File: src/rtl/matrix_frame_ctrl.sv
// Scan-clock generator and double-buffered frame store for the 8x8 red/green LED matrix.
// Writers fill the back buffer row by row; a commit publishes it to the front buffer at the next frame boundary.
module matrix_frame_ctrl #(
    parameter int CLK_DIV = 50000
) (
    input  logic         clk,
    input  logic         rst_n,
    input  logic         wr_valid,
    output logic         wr_ready,
    input  logic [2:0]   wr_row,
    input  logic [15:0]  wr_data,
    input  logic         commit,
    output logic         busy,
    input  logic         blank,
    output logic         scan_clk,
    output logic         frame_tick,
    output logic [127:0] data_out
);

    localparam int CW = (CLK_DIV > 2) ? $clog2(CLK_DIV) : 1;

    // Handshake: a row write transfers on a rising clk edge where wr_valid && wr_ready;
    // the writer must hold wr_row/wr_data stable while wr_valid is high and wr_ready is low.

    typedef enum logic {
        IDLE      = 1'b0,
        SWAP_PEND = 1'b1
    } state_t;

    state_t         state;
    state_t         state_nx;
    logic [CW-1:0]  cnt;
    logic [2:0]     row_idx;
    logic [127:0]   front;
    logic [127:0]   back;
    logic           cnt_last;
    logic           cnt_half;
    logic           frame_evt;
    logic           wr_accept;
    logic [6:0]     row_base;

    assign cnt_last  = (cnt == CW'(CLK_DIV - 1));
    assign cnt_half  = (cnt == CW'(CLK_DIV / 2 - 1));
    assign frame_evt = cnt_last && (row_idx == 3'd7);
    assign wr_accept = wr_valid && wr_ready;
    // Row 0 is the top row and sits in the most significant 16 bits.
    assign row_base  = {~wr_row, 4'b0000};

    // Scan divider: scan_clk falls mid-period and rises at wrap, advancing the scanned row.
    always_ff @(posedge clk or negedge rst_n) begin
        if (!rst_n) begin
            cnt        <= '0;
            scan_clk   <= 1'b0;
            row_idx    <= 3'd0;
            frame_tick <= 1'b0;
        end else begin
            cnt        <= cnt_last ? '0 : cnt + CW'(1);
            frame_tick <= frame_evt;
            if (cnt_half) begin
                scan_clk <= 1'b0;
            end
            if (cnt_last) begin
                scan_clk <= 1'b1;
                row_idx  <= row_idx + 3'd1;
            end
        end
    end

    always_ff @(posedge clk or negedge rst_n) begin
        if (!rst_n) begin
            state <= IDLE;
        end else begin
            state <= state_nx;
        end
    end

    // A commit seen in the same cycle as a frame event only arms the swap for the following frame.
    always_comb begin
        state_nx = state;
        case (state)
            IDLE:      if (commit)    state_nx = SWAP_PEND;
            SWAP_PEND: if (frame_evt) state_nx = IDLE;
            default:                  state_nx = IDLE;
        endcase
    end

    always_comb begin
        wr_ready = 1'b1;
        busy     = 1'b0;
        if (state == SWAP_PEND) begin
            wr_ready = 1'b0;
            busy     = 1'b1;
        end
    end

    // Back buffer survives the swap so writers can edit incrementally.
    always_ff @(posedge clk or negedge rst_n) begin
        if (!rst_n) begin
            back <= '0;
        end else if (wr_accept) begin
            back[row_base +: 16] <= wr_data;
        end
    end

    always_ff @(posedge clk or negedge rst_n) begin
        if (!rst_n) begin
            front <= '0;
        end else if ((state == SWAP_PEND) && frame_evt) begin
            front <= back;
        end
    end

    always_ff @(posedge clk or negedge rst_n) begin
        if (!rst_n) begin
            data_out <= '0;
        end else begin
            data_out <= blank ? '0 : front;
        end
    end

endmodule
File: config.mk
export PLATFORM = sky130hd
export DESIGN_NAME = matrix_frame_ctrl
export DESIGN_NICKNAME = d
export VERILOG_FILES = /design/src/rtl/matrix_frame_ctrl.sv
export SDC_FILE = /design/constraint.sdc
export NUM_CORES = 1
export LEC_CHECK = 0
export ABC_AREA = 1
export CELL_PAD_IN_SITES_DETAIL_PLACEMENT = 1
export CELL_PAD_IN_SITES_GLOBAL_PLACEMENT = 1
export CORE_ASPECT_RATIO = 0.9
export CORE_MARGIN = 2
export CORE_UTILIZATION = 47
export DETAILED_ROUTE_END_ITERATION = 16
export PLACE_DENSITY = 0.84
export SYNTH_ARGS = -nofsm -noshare
export SYNTH_HDL_FRONTEND = slang
export SYNTH_SLANG_ARGS = --single-unit
File: constraint.sdc
create_clock -name clk -period 4.9 [get_ports clk]
set_input_delay 0.735 -clock clk [delete_from_list [all_inputs] [get_ports clk]]
set_output_delay 0.735 -clock clk [all_outputs]
set_load 0.05 [all_outputs]
==> flow_summary_export.csv <==
group,metric,value,unit
drt,dr.pass1.iters,8,
min_path,hp-class,"in2async",
critical_path,critical_path.endpoint_type,"output pin",
timing,slew_violations,0,
grt,grtUsageMet2,41.15,%
grt,grt_use_met1,34.26,%
clock_tree,clock_latency,540,ps
drt,drc,0,
power_and_ir_drop,p_leak,9.219,nW
critical_path,crit_type,"reg2out",
logic_synthesis,ys_top_cells_by_count,"nand2_1 (415), dfrtp_1 (406), nor2_1 (212)",
critical_path,critPathLaunch,"state",
die,dieArea,0.03439,mm2
clock_tree,clock-sinks,406,
placement,pre_cts_slack,1463,ps
timing,hold_viol_final,0,
drt,drt_iter0_drc,771,
logic_synthesis,ys_ff_latch,406,
logic_synthesis,yosysTopAreaCell,"dfrtp_1",
clock_tree,cts_tree,"yes",
clock_tree,cts_root_buf,"clkbuf_16",
die,start_util,47.31,%
logic_synthesis,synth-warning-count,0,
job,cap_violations,0,
logic_synthesis,synth-async-reset-ratio,100.0,%
drt,wire_per_inst,19.16,um
die,rows,63,
die,coreArea,0.03271,mm2
critical_path,path_max_fanout,53,
placement,dp_hpwl,26420,um
power_and_ir_drop,peakVddDrop,0.2516,mV
critical_path,critPathSlowestCell,"clkdlybuf4s50_1",
timing,fin_ws,1855,ps
grt,grt_overflow,0,
critical_path,worstPathArrival,2310,ps
power_and_ir_drop,power_density,360.6,mW/mm2
die,die_width,195.3,um
grt,grt_pass1_wl,67770,um
final_layout,final_cells,2177,
logic_synthesis,syn_area_per_cell,9.606,um2
grt,track_usage,24.98,%
power_and_ir_drop,switching_share,21.53,%
critical_path,critPathLaunchType,"flip-flop",
timing,final.setup.tns,0,ps
power_and_ir_drop,pwr-share-clk,47.3,%
logic_synthesis,yosys_most_used_dff,"dfrtp_1",
timing,setup_viol,0,
logic_synthesis,synth_nets,1641,
timing,rsz0062_at_grt,"no",
critical_path,slowest_delay,920,ps
drt,ant_nets,0,
power_and_ir_drop,seqPwrFrac,50.1,%
drt,dr_total_vias,11510,
final_layout,post-route-util,56.71,%
placement,port_buffers,155,
logic_synthesis,yosysSeqAreaShare,65.65,%
logic_synthesis,yosysTopAreaCellShare,65.65,%
critical_path,worstRegToRegCells,7,
logic_synthesis,yosysMostFrequentCell,"nand2_1",
clock_tree,cts-resized-gates,0,
final_layout,final_layout_size_suffix_gt1_share,4.957,%
critical_path,worstReg2RegStart,"row_idx[0]",
power_and_ir_drop,internal-power,0.005250,W
drt,wirelength,41720,um
timing,finalClockSkew,15.38,ps
grt,antenna_found_initial,2,
placement,place_congestion,0.8782,
clock_tree,cts_made_buffers,41,
critical_path,r2r_end,"front[50]",
clock_tree,clkSlewWorstSetupHoldPaths,60,ps
final_layout,syn_to_final_growth,19.89,%
clock_tree,cts_setup_buffers,0,
placement,dp.cells,2103,
timing,clock.fmax,328.4,MHz
timing,worst_pin_slew,1061,ps
die,fp.dieH,176.1,um
timing,slew_headroom,29.07,%
clock_tree,htreeDepth,2,
outcome,outcome,"complete, no violations",
logic_synthesis,synth_edf_count,0,
timing,finalCritPeriodShare,62.14,%
grt,grt_max_degree,121,
grt,top_usage_layer,"met2",
grt,grtUsageMet3,3.706,%
critical_path,crit_path_cell_trace,"clkdlybuf4s50_1",
drt,viasPerCell,5.286,
power_and_ir_drop,power_frac_comb,2.6,%
power_and_ir_drop,p_sw,0.001441,W
critical_path,endpoint,"busy",
logic_synthesis,synth.area.top_cells,"dfrtp_1 (66%), nand2_1 (10%), nand4_1 (5.3%)",
critical_path,crit_required,4160,ps
final_layout,diodes,0,
clock_tree,cts_hold_buf,0,
critical_path,r2r_slack,1960,ps
logic_synthesis,ys_types,22,
final_layout,num-nets-final,1754,
timing,post-route-min-period,3045,ps
critical_path,cp_num_cells,1,
critical_path,critPathTopFamily,"buffers and inverters",
clock_tree,clockBufferDepth,3,
critical_path,critPathBufInv,1,
logic_synthesis,synthCells,1611,
logic_synthesis,synth_area,0.01547,mm2
die,ios,156,
grt,first_global_vias,12280,
==> per-layer routing <==
| metal | share of wire, % | up-vias |
|---|---|---|
| li1 | - | 5293 |
| met3 | 4.7 | 93 |
| met5 | 0.026 | - |
| met2 | 48 | 295 |
| met4 | 3.1 | 2 |
| met1 | 44 | 5824 |
==> layout by cell type (no fill, tap or decap), types with 12 or more instances in the layout <==
| master | instances |
|---|---|
| nand2_1 | 415 |
| a21oi_1 | 47 |
| inv_1 | 172 |
| o21ai_0 | 85 |
| clkdlybuf4s50_1 | 153 |
| nand3_1 | 15 |
| clkbuf_16 | 42 |
| buf_4 | 13 |
| dfrtp_1 | 405 |
| nor2_1 | 212 |
| nand4_1 | 132 |
| clkbuf_8 | 12 |
==> stage by stage <==
step	area [um2]	power (W)	hold WS [ps]
4_1_cts	18550	0.006746	312.1
5_1_grt	18550	0.006897	319.8
2_1_floorplan	15470	0.003459	439.4
3_5_place_dp	17180	0.003593	469.2
6_report	18550	0.006691	207.5
3_3_place_gp	17180	0.003589	459.7
==> layout make-up <==
type / instances / area, um2
clock buffer: 63 / 1250
clock inverter: 11 / 123.9
fill: 3659 / 14160
sequential: 406 / 10160
tap: 422 / 528.0
timing repair buffer: 169 / 1684
multi-input combinational: 933 / 4154
inverter: 173 / 649.4
==> logic make-up after synthesis <==
group	after synthesis	synth area share, %
simple gates	785	21.45
fa+ha+maj	6	0.4851
xor+xnor	9	0.5094
compound gates	133	4.318
buf+inv	272	7.584
flops	406	65.65
==> power by group through the flow <==
stage / logic (W) / clock network [W] / registers, W
global placement: 0.000175 / 0 / 0.00341
detailed placement: 0.000179 / 0 / 0.00341
finish: 0.000176 / 0.00316 / 0.00335
floorplan: 0.0000441 / 0 / 0.00341
CTS: 0.000180 / 0.00321 / 0.00335
global route: 0.000194 / 0.00335 / 0.00335
==> how the worst min path moves through the flow <==
stage                   start            to  cells after the start
detailed placement  front[57]     front[57]                      2
CTS                     rst_n  data_out[23]                      1
global placement     scan_clk      scan_clk                      2
finish                  rst_n  data_out[28]                      1
floorplan               rst_n       back[0]                      0
global route            rst_n  data_out[23]                      1
==> flip-flops by register name (all words and copies together), names as in the netlist <==
name	count
front	128
back	128
state	1
cnt	16
data_out	128
row_idx	3
scan_clk	1
frame_tick	1
Note: power is estimated with default switching activity, not from simulation.
